**src/rtl/c1541_iec_hub_if.sv**
```systemverilog
// IEC hub bus bundle: host lines, per-drive outputs/enables, filtered bus and phi2 enables.
// The hub takes the slave modport; the host/drive side takes master.
interface c1541_iec_hub_if #(
  parameter int NDRIVES = 4
);
  logic               host_atn;
  logic               host_clk;
  logic               host_data;
  logic [NDRIVES-1:0] drv_clk_out;
  logic [NDRIVES-1:0] drv_data_out;
  logic [NDRIVES-1:0] drv_en;
  logic               host_clk_in;
  logic               host_data_in;
  logic               bus_atn;
  logic               bus_clk;
  logic               bus_data;
  logic [NDRIVES-1:0] p2_h_r;
  logic [NDRIVES-1:0] p2_h_f;
  logic               bus_stuck;

  modport master (
    output host_atn, host_clk, host_data, drv_clk_out, drv_data_out, drv_en,
    input  host_clk_in, host_data_in, bus_atn, bus_clk, bus_data,
           p2_h_r, p2_h_f, bus_stuck
  );

  modport slave (
    input  host_atn, host_clk, host_data, drv_clk_out, drv_data_out, drv_en,
    output host_clk_in, host_data_in, bus_atn, bus_clk, bus_data,
           p2_h_r, p2_h_f, bus_stuck
  );
endinterface

```
**src/rtl/c1541_iec_hub.sv**
```systemverilog
// Multi-drive IEC wired-AND hub, bus glitch filter and phase-staggered phi2 enables.
// Optional stuck-bus watchdog enabled by defining IEC_HUB_STUCK_EN.
module c1541_iec_hub #(
  parameter int NDRIVES    = 4,
  parameter int DIV        = 32,
  parameter int PHASE_STEP = 8,
  parameter int FILT_LEN   = 1,
  parameter int STUCK_LOG2 = 20
) (
  input logic             clk32,
  input logic             reset_n,
  c1541_iec_hub_if.slave  bus
);
  localparam int CW = (DIV > 1) ? $clog2(DIV) : 1;

  function automatic logic [CW-1:0] off_r(input int unsigned i);
    return CW'((i * PHASE_STEP) % DIV);
  endfunction

  function automatic logic [CW-1:0] off_f(input int unsigned i);
    return CW'((i * PHASE_STEP + DIV / 2) % DIV);
  endfunction

  // Wired-AND: a disabled drive is treated as released.
  logic wclk, wdata;
  assign wclk  = bus.host_clk  & (&(bus.drv_clk_out  | ~bus.drv_en));
  assign wdata = bus.host_data & (&(bus.drv_data_out | ~bus.drv_en));
  assign bus.host_clk_in  = wclk;
  assign bus.host_data_in = wdata;

  // Phase counter and per-drive enables
  logic [CW-1:0]      cnt_q, cnt_d;
  logic [NDRIVES-1:0] p2r_q, p2r_d, p2f_q, p2f_d;

  always_comb begin
    cnt_d = (cnt_q == CW'(DIV - 1)) ? '0 : cnt_q + 1'b1;
    p2r_d = '0;
    p2f_d = '0;
    for (int unsigned i = 0; i < NDRIVES; i++) begin
      p2r_d[i] = bus.drv_en[i] && (cnt_q == off_r(i));
      p2f_d[i] = bus.drv_en[i] && (cnt_q == off_f(i));
    end
  end

  always_ff @(posedge clk32) begin
    if (!reset_n) begin
      cnt_q <= '0;
      p2r_q <= '0;
      p2f_q <= '0;
    end else begin
      cnt_q <= cnt_d;
      p2r_q <= p2r_d;
      p2f_q <= p2f_d;
    end
  end

  assign bus.p2_h_r = p2r_q;
  assign bus.p2_h_f = p2f_q;

  // Line filter, index 2=ATN 1=CLK 0=DATA. The stability counter only runs
  // while the synced level disagrees with the filtered output.
  logic [2:0] raw, s1_q, s2_q, filt_q, filt_d;
  logic [3:0] fcnt_q [3];
  logic [3:0] fcnt_d [3];

  assign raw = {bus.host_atn, wclk, wdata};

  always_comb begin
    filt_d = filt_q;
    for (int unsigned l = 0; l < 3; l++) begin
      fcnt_d[l] = '0;
      if (s2_q[l] != filt_q[l]) begin
        if (({1'b0, fcnt_q[l]} + 5'd1) >= 5'(FILT_LEN)) begin
          filt_d[l] = s2_q[l];
        end else begin
          fcnt_d[l] = fcnt_q[l] + 4'd1;
        end
      end
    end
  end

  always_ff @(posedge clk32) begin
    if (!reset_n) begin
      s1_q   <= '1;
      s2_q   <= '1;
      filt_q <= '1;
      for (int unsigned l = 0; l < 3; l++) fcnt_q[l] <= '0;
    end else begin
      s1_q   <= raw;
      s2_q   <= s1_q;
      filt_q <= filt_d;
      for (int unsigned l = 0; l < 3; l++) fcnt_q[l] <= fcnt_d[l];
    end
  end

  assign bus.bus_atn  = filt_q[2];
  assign bus.bus_clk  = filt_q[1];
  assign bus.bus_data = filt_q[0];

`ifdef IEC_HUB_STUCK_EN
  localparam logic [STUCK_LOG2:0] TH = {1'b1, {STUCK_LOG2{1'b0}}};
  logic [STUCK_LOG2:0] wd_q, wd_d;
  logic                stuck_q, stuck_d;
  logic                hold;

  always_comb begin
    hold    = filt_q[2] && (!filt_q[1] || !filt_q[0]);
    wd_d    = '0;
    if (hold) wd_d = (wd_q == TH) ? wd_q : wd_q + 1'b1;
    stuck_d = stuck_q || (wd_d == TH);
  end

  always_ff @(posedge clk32) begin
    if (!reset_n) begin
      wd_q    <= '0;
      stuck_q <= 1'b0;
    end else begin
      wd_q    <= wd_d;
      stuck_q <= stuck_d;
    end
  end

  assign bus.bus_stuck = stuck_q;
`else
  assign bus.bus_stuck = 1'b0;
`endif
endmodule
```
**src/flat_wrapper.sv**
```systemverilog
// flat-port wrapper written by rule: the top's interface ports become plain ports
module c1541_iec_hub_flat 
#(
  parameter int NDRIVES    = 4,
  parameter int DIV        = 32,
  parameter int PHASE_STEP = 8,
  parameter int FILT_LEN   = 1,
  parameter int STUCK_LOG2 = 20
)
  (clk32, reset_n, bus_host_atn, bus_host_clk, bus_host_data, bus_drv_clk_out, bus_drv_data_out, bus_drv_en, bus_host_clk_in, bus_host_data_in, bus_bus_atn, bus_bus_clk, bus_bus_data, bus_p2_h_r, bus_p2_h_f, bus_bus_stuck);
  c1541_iec_hub_if #(.NDRIVES(NDRIVES)) bus_i ();
  input logic clk32;
  input logic reset_n;
  input wire logic [$bits(bus_i.host_atn)-1:0] bus_host_atn;
  input wire logic [$bits(bus_i.host_clk)-1:0] bus_host_clk;
  input wire logic [$bits(bus_i.host_data)-1:0] bus_host_data;
  input wire logic [$bits(bus_i.drv_clk_out)-1:0] bus_drv_clk_out;
  input wire logic [$bits(bus_i.drv_data_out)-1:0] bus_drv_data_out;
  input wire logic [$bits(bus_i.drv_en)-1:0] bus_drv_en;
  output wire logic [$bits(bus_i.host_clk_in)-1:0] bus_host_clk_in;
  output wire logic [$bits(bus_i.host_data_in)-1:0] bus_host_data_in;
  output wire logic [$bits(bus_i.bus_atn)-1:0] bus_bus_atn;
  output wire logic [$bits(bus_i.bus_clk)-1:0] bus_bus_clk;
  output wire logic [$bits(bus_i.bus_data)-1:0] bus_bus_data;
  output wire logic [$bits(bus_i.p2_h_r)-1:0] bus_p2_h_r;
  output wire logic [$bits(bus_i.p2_h_f)-1:0] bus_p2_h_f;
  output wire logic [$bits(bus_i.bus_stuck)-1:0] bus_bus_stuck;
  assign bus_i.host_atn = bus_host_atn;
  assign bus_i.host_clk = bus_host_clk;
  assign bus_i.host_data = bus_host_data;
  assign bus_i.drv_clk_out = bus_drv_clk_out;
  assign bus_i.drv_data_out = bus_drv_data_out;
  assign bus_i.drv_en = bus_drv_en;
  assign bus_host_clk_in = bus_i.host_clk_in;
  assign bus_host_data_in = bus_i.host_data_in;
  assign bus_bus_atn = bus_i.bus_atn;
  assign bus_bus_clk = bus_i.bus_clk;
  assign bus_bus_data = bus_i.bus_data;
  assign bus_p2_h_r = bus_i.p2_h_r;
  assign bus_p2_h_f = bus_i.p2_h_f;
  assign bus_bus_stuck = bus_i.bus_stuck;
  c1541_iec_hub #(.NDRIVES(NDRIVES), .DIV(DIV), .PHASE_STEP(PHASE_STEP), .FILT_LEN(FILT_LEN), .STUCK_LOG2(STUCK_LOG2)) u_core (.clk32(clk32), .reset_n(reset_n), .bus(bus_i));
endmodule
```
**config.mk**
```make
export PLATFORM = sky130hd
export DESIGN_NAME = c1541_iec_hub_flat
export DESIGN_NICKNAME = d
export VERILOG_FILES = /design/src/rtl/c1541_iec_hub_if.sv /design/src/rtl/c1541_iec_hub.sv /design/src/flat_wrapper.sv
export SDC_FILE = /design/constraint.sdc
export NUM_CORES = 1
export LEC_CHECK = 0
export CORE_ASPECT_RATIO = 1.2
export CORE_MARGIN = 2
export CORE_UTILIZATION = 42
export DETAILED_ROUTE_END_ITERATION = 7
export PLACE_DENSITY = 0.76
export SLEW_MARGIN = 20
export SYNTH_ARGS = -nofsm -noshare
export SYNTH_HDL_FRONTEND = slang
export SYNTH_SLANG_ARGS = --single-unit
```
**constraint.sdc**
```tcl
create_clock -name clk32 -period 1.3 [get_ports clk32]
set_input_delay 0.39 -clock clk32 [delete_from_list [all_inputs] [get_ports clk32]]
set_output_delay 0.39 -clock clk32 [all_outputs]
set_load 0.01 [all_outputs]
```
## After elaboration in Yosys (flattened, before gate mapping)

Memories as Yosys holds them, arrays and structs flattened.
Cells that the tools add are included.

- Register bits after elaboration: 22
- Bits in writable memories: 12
- Input bits: 17
- Output and inout bits: 14
- Word-level logic and storage cells: 61
- Memories kept: 1

Memory list:

| name | words | width | read ports | clocked after memory_dff | wr ports | line | text |
|---|---|---|---|---|---|---|---|
| u_core.fcnt_q | 3 | 4 | 3 | 0 | 3 | c1541_iec_hub.sv:63 | `logic [3:0] fcnt_q [3];` |

- $add $sub $neg: 7
- Magnitude comparators: 3
- Eq/ne operators: 7
- Muxes and demuxes: 11
- Bitwise gates (word level): 9
- Reduce and logical (&&, ||, !) cells: 15

Operator list:

| operator | count |
|---|---|
| $mux 4 | 9 |
| $add 4x1->5 const B | 3 |
| $eq 5x5->1 const B | 3 |
| $ge 5x1->1 const B | 3 |
| $add 4x1->4 const B | 3 |
| $logic_and 1x1->1 | 8 |
| $or 4x4->4 | 2 |
| $reduce_and 4->1 | 2 |
| $reduce_and 2->1 | 3 |
| $add 5x1->5 const B | 1 |
| $eq 5x4->1 const B | 1 |
| $logic_not 5->1 | 1 |
| $not 4->4 | 1 |
| $ne 1x1->1 | 3 |
| $or 1x1->1 | 3 |
| $and 1x1->1 | 2 |
| $mux 1 | 2 |
| $reduce_or 2->1 | 1 |
| $not 1->1 | 1 |

## Longest topological paths before layout

Gate-level depths: netlist of the first run.
An unclocked memory read counts as a cell.

- Depth after elaboration: 6
- Depth in mapped cells: 6

## Worst setup path before layout of the first run

No wires, ideal clock.

- Path type: register to register
- Start point: mem u_core.fcnt_q[1][0], in the netlist u_core.fcnt_q[0][4]
- End point: reg u_core.filt_q[1]
- Arrival: 1.210 ns
- Setup slack: -0.029 ns
- Cell stages (with the launch flop): 7
- Clock period less this slack: 1.329 ns
- Cells stage by stage: dfxtp_1 > inv_1 > ha_1 > nor4b_1 > o21ai_0 > mux2i_1 > nand2_1

RTL lines:

| what | line | text |
|---|---|---|
| start, declared | c1541_iec_hub.sv:63 |  |
| end signal, assigned | c1541_iec_hub.sv:91 | `filt_q <= filt_d;` |
| end, declared | c1541_iec_hub.sv:62 | `logic [2:0] raw, s1_q, s2_q, filt_q, filt_d;` |

## Worst setup path after layout of the first run

- Start point: in bus_drv_data_out[0]
- End point: out bus_host_data_in

- Cells in the longest elaborated chain, start to end: 3

Ends and longest elaborated chain:

| what | line | text |
|---|---|---|
| start, declared | flat_wrapper.sv:18 | `input wire logic [$bits(bus_i.drv_data_out)-1:0] bus_drv_data_out;` |
| $or 4x4->4 | c1541_iec_hub.sv:27 | `assign wdata = bus.host_data & (&(bus.drv_data_out \| ~bus.drv_en));` |
| $reduce_and 4->1 | c1541_iec_hub.sv:27 |  |
| $and 1x1->1 | c1541_iec_hub.sv:27 |  |
| end, declared | flat_wrapper.sv:21 | `output wire logic [$bits(bus_i.host_data_in)-1:0] bus_host_data_in;` |

Every way passes these cells.

==> key figures, run 1 <==
Critical path
  – Delay contributed by the slowest stage of the critical path: 300 ps
  – Endpoint of the lowest-slack register-to-register path: u_core.filt_q[1]
  – Buffering stage count on the worst path with inverters included: 3
  – Critical path peak fanout: 2
  – Nature of the critical path endpoint: output port
  – Cells on worst reg2reg path: 6
  – Worst R2R Setup Slack: 10 ps
  – Slowest library cell on the worst path: a222oi_1
  – Source of the worst register-to-register timing path: u_core.fcnt_q[0][5]
  – Cell family contributing the most delay on the critical path: compound AO/OA/AOI/OAI gates
  – Setup crit start kind: input pin
  – Cells traversed along the worst timing path: buf_6, inv_2, a222oi_1, and3_1, buf_2
  – Required time reported for the critical path endpoint: 910 ps
  – Critical setup path kind: input pin to output port
  – Arrival @ worst endpoint: 1140 ps

Floorplanning
  – Ports: 31
  – Die width: 53.15 um
  – Core ar.: 0.002785 mm^2
  – Die ar.: 0.003347 mm^2
  – Die Height: 62.98 um
  – Row Count: 21
  – Initial Utilization: 43.71%

Clocking
  – Latest clock arrival within the worst-skew pair: 320 ps
  – Number of buffers added by the clock tree synthesis step: 5
  – Sinks on the clock net: 34
  – TritonCTS clock tree: yes
  – CTS clk-pin slew, worst paths: 100 ps
  – Root buffer cell: clkbuf_4
  – Level count of the clock H-tree: 2
  – Clk buf depth: 2

Layout
  – Leading cell types in the layout, fill and taps excluded: dfxtp_1 (24), nor2_1 (17), conb_1 (13)
  – Fraction of layout cells with a size suffix above 1: 39.11%
  – Area growth syn-to-layout: 47.79%
  – Multi-input logic area: 628.1 um^2
  – Leading cell type in the layout, fill and taps excluded: dfxtp_1
  – Ant diodes: 0
  – Seq. cell area: 693.2 um^2
  – Final-stage net count: 204
  – Filler Cells Inserted: 243

Synth
  – Asr flop ratio synth: 0%
  – Prevailing post-synth register cell: dfxtp_1
  – Sequential share of the synthesized area: 55.91%
  – Number of instances in the synthesized netlist: 120
  – Cell accounting for the most synthesized area: dfxtp_1
  – Most area-consuming cells after synthesis: dfxtp_1 (56%), ha_1 (9.2%), nor2_1 (5.2%)
  – Synthesis warning total: 0
  – Post-synth design cell area: 0.001217 mm^2
  – Distinct cells, synth: 26
  – Number of synthesized register bits: 34
  – Average cell area after synthesis: 10.15 um^2
  – Post-synth EDFFs: 0
  – Synth top area share: 55.91%

Worst hold path
  – Hold Path Origin: bus_drv_en[3]
  – Hold Crit Class: input pin to flip-flop
  – End point of the most critical hold path: u_core.bus.p2_h_f[3]
  – Hold path cells: 3

Placed design
  – Post-place setup slack: -1041 ps
  – Count of port buffers added during placement: 29
  – DP Wirelength: 1.813 mm
  – Final weighted congestion of routability-driven global placement: 0.7774

Timing
  – RSZ-0062 raised after global routing: yes
  – Final critical-path required period: 1531 ps
  – Worst setup skew after layout: 6.965 ps
  – Worst Hold Margin: 381.0 ps
  – Number of max-slew violations in the final report: 0
  – # setup viols final: 2
  – Peak Freq: 0.6532 GHz
  – Final Hold Violating Endpoints: 0
  – Share of the clock period used by the worst path after layout: 117.8%
  – Final WS setup: -231.0 ps

Pwr
  – VDD IR-drop max: 675.5 uV
  – Leakage power figure: 0.8635 nW
  – Total power divided by cell area: 1082 mW/mm^2

GRT
  – Maximum number of pins on one net before global-route repair: 12
  – Routing usage on met2: 30.94%
  – Busiest layer in global routing: met2
  – Total congestion overflow after global routing: 0
  – Tot GR Track Use: 17.04%
  – Global-route met1 utilization: 16.54%
  – Number of antenna violations at the first check in global routing: 0
  – GR Layer Usage met3: 5.742%
  – Wire length of the first global-routing pass: 4.119 mm
  – Vias in the first global route: 1,015

Drt
  – Average wire per standard cell: 11.57 um
  – Overall via count from detail_route: 956
  – Residual antenna-violating net count after detailed routing: 0
  – Detailed router's first-iteration violation count: 24
  – Detailed-route DRC error count: 0
  – Aggregate routed wire length: 2.465 mm
  – Post-detailed-route via-to-cell ratio: 4.488
  – DR pass1 iterations: 5

Status
  – Violations in the final reports: negative setup slack
  – Result of the run: complete, but fails checks

Job
  – Number of max-capacitance violations reported: 0
[routing by layer]
metal  vias up  share of wire (%)
met5         -                  0
met4         0                1.7
met3         5                4.3
met2        24                 56
met1       442                 38
li1        485                  -
[registers in the layout (all words and copies together) (netlist names)]
register           cells
u_core.fcnt_q         12
u_core.cnt_q           5
u_core.bus.p2_h_f      4
u_core.bus.p2_h_r      4
u_core.filt_q          3
u_core.s1_q            3
u_core.s2_q            3
[layout make-up]
cell class	instances	share of cell area (%)
Sequential cell	34	38.53
Multi-Input combinational cell	79	34.91
Timing Repair Buffer	41	17.32
Inverter	17	3.547
Clock buffer	7	3.060
Tap cell	34	2.364
Clock inverter	1	0.2782
[through the flow]
stage | setup TNS (ps) | util (%) | area [um^2] | total power, mW | instances
after global routing | -715.0 | 64.60 | 1799 | 2.054 | 213
after floorplan | 0 | - | 1269 | 1.239 | 132
after CTS | -483.3 | 64.65 | 1800 | 1.958 | 212
final | -460.8 | 64.60 | 1799 | 1.946 | 213
after global placement | -4152 | 58.94 | 1642 | 1.342 | 200
after detailed placement | -4442 | 58.94 | 1642 | 1.356 | 200
[synth_stat cells, types with 2 or more instances]
| master | number |
|---|---|
| a222oi_1 | 2 |
| and3_1 | 3 |
| and3b_1 | 2 |
| dfxtp_1 | 34 |
| ha_1 | 9 |
| inv_1 | 16 |
| mux2i_1 | 2 |
| nand2_1 | 6 |
| nand2b_1 | 9 |
| nand3_1 | 3 |
| nor2_1 | 17 |
| nor4b_1 | 2 |
| o21ai_0 | 2 |
[logic make-up after synthesis]
kind of cell,Yosys count,share of synthesized area (%)
multiplexers,2,1.644
buffers and inverters,19,6.269
AO/OA/AOI/OAI,7,4.214
XOR/XNOR,2,1.439
other,1,0.3080
flip-flops,34,55.91
adder cells (fa/ha/maj),9,9.250
AND/OR/NAND/NOR,46,20.97
[report_power, final]
part | switching (mW) | total (mW) | internal, mW | leakage [nW]
logic | 0.109 | 0.253 | 0.144 | 0.547
registers | 0.0279 | 1.12 | 1.09 | 0.281
clock network | 0.312 | 0.574 | 0.262 | 0.0353
[worst max-delay path by stage]
stage,startpoint,end,slack [ps],cells past startpoint
after global placement,bus_drv_clk_out[0],bus_host_clk_in,-1030,5
after floorplan,bus_drv_en[0],bus_host_clk_in,0.4,2
after global routing,bus_drv_clk_out[0],bus_host_clk_in,-300,5
after detailed placement,bus_drv_data_out[0],bus_host_data_in,-1040,5
final,bus_drv_data_out[0],bus_host_data_in,-230,5
after CTS,bus_drv_clk_out[0],bus_host_clk_in,-240,5
[worst register-to-register path, cell delays in order (launching register included)]
cell and delay, ps:
dfxtp_2 340, buf_6 110, ha_4 150, and3b_1 180
o21ai_2 140, mux2i_1 200, nand2_1 60
[repair_timing]
action | CTS | global route
resized for setup | 94 | 26
setup buffers | 4 | 1
setup endpoints to repair | 17 | 21
pin swaps | 13 | 10
hold buffers | 0 | 0
Note: power is estimated with default switching activity, not from simulation.
==> run 2: changes to the inputs <==
--- a/config.mk
+++ b/config.mk
@@ -9,7 +9,7 @@
 export CORE_MARGIN = 2
 export CORE_UTILIZATION = 42
 export DETAILED_ROUTE_END_ITERATION = 7
-export PLACE_DENSITY = 0.76
+export PLACE_DENSITY = 0.85
 export SLEW_MARGIN = 20
 export SYNTH_ARGS = -nofsm -noshare
 export SYNTH_HDL_FRONTEND = slang
==> run 2 against run 1 <==
Against the previous run:
- the run still ends with negative setup slack left
- clock skew rose by 0.64 ps
- flip-flop and latch count unchanged
- worst hold slack worse by 55 ps
==> key figures, run 2 (synthesized netlist as in run 1, its figures left out) <==
Placed design
  – Final weighted congestion of routability-driven global placement: 0.7365 (was 0.7774)
  – DP Wirelength: 1.799 mm (was 1.813 mm)
  – Cell count after placement: 199 (was 200)
  – Count of port buffers added during placement: 29 (unchanged)
  – Post-place setup slack: -1071 ps (was -1041 ps)

Clocking
  – CTS clk-pin slew, worst paths: 100 ps (about the same)
  – TritonCTS clock tree: yes (unchanged)
  – Root buffer cell: clkbuf_4 (unchanged)
  – Clk buf depth: 2 (unchanged)
  – Latest clock arrival within the worst-skew pair: 330 ps (was 320 ps)
  – Sinks on the clock net: 34 (unchanged)
  – Level count of the clock H-tree: 2 (unchanged)
  – Post-CTS Hold Fix Bufs: 0 (unchanged)
  – Number of buffers added by the clock tree synthesis step: 5 (unchanged)

Timing
  – Final critical-path required period: 1602 ps (was 1531 ps)
  – Number of max-slew violations in the final report: 0 (unchanged)
  – # setup viols final: 2 (unchanged)
  – Peak Freq: 0.6242 GHz (was 0.6532 GHz)
  – Worst setup skew after layout: 7.602 ps (was 6.965 ps)
  – Final WS setup: -302.1 ps (was -231.0 ps)
  – Final Hold Violating Endpoints: 0 (unchanged)
  – Share of the clock period used by the worst path after layout: 123.2% (was 117.8%)
  – RSZ-0062 raised after global routing: yes (unchanged)

Job
  – Number of max-capacitance violations reported: 0 (unchanged)

Layout
  – Final-stage net count: 205 (was 204)
  – Seq. cell area: 695.7 um^2 (was 693.2 um^2)
  – Ant diodes: 0 (unchanged)
  – Layout Cells excl Fill: 214 (was 213)
  – Filler Cells Inserted: 225 (was 243)
  – Registers with the most flip-flops: u_core.fcnt_q (12), u_core.cnt_q (5) (unchanged)
  – Multi-input logic area: 626.9 um^2 (was 628.1 um^2)
  – Fraction of layout cells with a size suffix above 1: 40.56% (was 39.11%)
  – Max FFs per register: 12 (unchanged)
  – Leading cell types in the layout, fill and taps excluded: dfxtp_1 (22), nor2_1 (15), conb_1 (13) (was dfxtp_1 (24), nor2_1 (17), conb_1 (13))
  – Leading cell type in the layout, fill and taps excluded: dfxtp_1 (unchanged)
  – Top reg by flops: u_core.fcnt_q (unchanged)
  – Area growth syn-to-layout: 48.82% (was 47.79%)

Critical path
  – Nature of the critical path endpoint: output port (unchanged)
  – Worst R2R Setup Slack: 10 ps (about the same)
  – Endpoint of the lowest-slack register-to-register path: u_core.filt_q[1] (unchanged)
  – Setup crit start kind: input pin (unchanged)
  – Slowest library cell on the worst path: a222oi_1 (unchanged)
  – Buffering stage count on the worst path with inverters included: 3 (unchanged)
  – Critical path peak fanout: 2 (unchanged)
  – Required time reported for the critical path endpoint: 910 ps (about the same)
  – Number of gates on the worst path with buffers counted: 5 (unchanged)
  – Delay contributed by the slowest stage of the critical path: 370 ps (was 300 ps)
  – Source of the worst register-to-register timing path: u_core.fcnt_q[0][4] (was u_core.fcnt_q[0][5])
  – Cell family contributing the most delay on the critical path: compound AO/OA/AOI/OAI gates (unchanged)
  – Critical setup path kind: input pin to output port (unchanged)
  – Critical path startpoint: bus_drv_clk_out[0] (was bus_drv_data_out[0])
  – Cells on worst reg2reg path: 6 (unchanged)
  – Cells traversed along the worst timing path: buf_6, inv_2, a222oi_1, and3_4, buf_6 (was buf_6, inv_2, a222oi_1, and3_1, buf_2)
  – Arrival @ worst endpoint: 1210 ps (was 1140 ps)
  – End point of the critical path: bus_host_clk_in (was bus_host_data_in)
  – Cell repeated most along the worst path: buf_6

Status
  – Violations in the final reports: negative setup slack (unchanged)
  – Result of the run: complete, but fails checks (unchanged)

GRT
  – Maximum number of pins on one net before global-route repair: 12 (unchanged)
  – Total congestion overflow after global routing: 0 (unchanged)
  – Number of antenna violations at the first check in global routing: 0 (unchanged)
  – Tot GR Track Use: 16.82% (was 17.04%)
  – Wire length of the first global-routing pass: 4.112 mm (was 4.119 mm)
  – Vias in the first global route: 1,011 (was 1,015)

Drt
  – DR pass1 iterations: 6 (was 5)
  – Overall via count from detail_route: 960 (was 956)
  – Aggregate routed wire length: 2.476 mm (was 2.465 mm)
  – Average wire per standard cell: 11.57 um (about the same)
  – Post-detailed-route via-to-cell ratio: 4.486 (was 4.488)
  – Detailed-route DRC error count: 0 (unchanged)
  – Residual antenna-violating net count after detailed routing: 0 (unchanged)
  – Detailed router's first-iteration violation count: 20 (was 24)

Floorplanning
  – Core ar.: 0.002785 mm^2 (unchanged)
  – Initial Utilization: 43.71% (unchanged)
  – Die width: 53.15 um (unchanged)
  – Die Height: 62.98 um (unchanged)
  – Ports: 31 (unchanged)
  – Row Count: 21 (unchanged)
  – Die ar.: 0.003347 mm^2 (unchanged)

Pwr
  – Total power divided by cell area: 1064 mW/mm^2 (was 1082 mW/mm^2)
  – VDD IR-drop max: 760.8 uV (was 675.5 uV)
  – Leakage power figure: 0.8680 nW (was 0.8635 nW)

Worst hold path
  – Hold Path Origin: bus_drv_en[1] (was bus_drv_en[3])
  – Hold Crit Class: input pin to flip-flop (unchanged)
-- run 2: cell types whose count changed in the layout (fill, tap and decap cells not counted), sizes merged --
cell / before / now
dlygate4sd2: 4 / 3
clkdlybuf4s15: 0 / 2
clkbuf: 15 / 10
buf: 26 / 29
clkinv: 1 / 2
clkdlybuf4s50: 3 / 4
-- run 2: routing by layer --
layer	routed length (um)	up-vias	GRT usage, %
li1	-	490	-
met1	954	443	16.29
met2	1356	22	30.31
met3	125	5	5.981
met4	40	0	7.692
met5	0	-	0
-- run 2: worst min-delay path by stage --
stage                                      end  slack, ps  cells past startpoint
after floorplan                 u_core.s2_q[0]        390                      1
after global placement          u_core.s2_q[2]        390                      1
after detailed placement        u_core.s2_q[0]        410                      1
after CTS                 u_core.bus.p2_h_f[1]        320                      3
after global routing      u_core.bus.p2_h_f[1]        330                      3
final                     u_core.bus.p2_h_f[1]        330                      3
-- run 2: area by class of cell --
type                       count  share of cell area (%)
timing repair buffer          42                   18.09
sequential                    34                   38.40
clock buffer                   6                   2.279
inverter                      17                   3.522
tap                           34                   2.348
multi-input combinational     79                   34.60
clock inverter                 2                  0.7597
-- run 2: repair_timing --
| action | CTS | global route |
|---|---|---|
| pin swaps | 13 | 7 |
| gates resized for setup | 95 | 24 |
| endpoints found under the setup margin | 21 | 16 |
| setup buffers | 5 | 2 |
-- run 2: power by group --
part	switching, mW	internal [mW]	total [mW]	leakage, nW
Sequential	0.0275	1.09	1.12	0.282
Combinational	0.114	0.147	0.261	0.554
Clock	0.334	0.212	0.546	0.0322
-- run 2: tightest hold or removal path, cell delays in order --
cell     delay [ps]
buf_6           100
nand3_1          90
nor2_1           50
-- run 2: stage by stage --
step                power, mW  area [um^2]  hold slack (ps)  setup TNS (ps)  util [%]
floorplan               1.239         1269            386.3               0         -
global route            2.036         1812            331.9          -736.4     65.05
global placement        1.339         1634            389.2           -4281     58.67
finish                  1.928         1812            326.1          -562.0     65.05
detailed placement      1.355         1634            408.7           -4733     58.67
CTS                     1.939         1783            316.7          -524.2     64.02
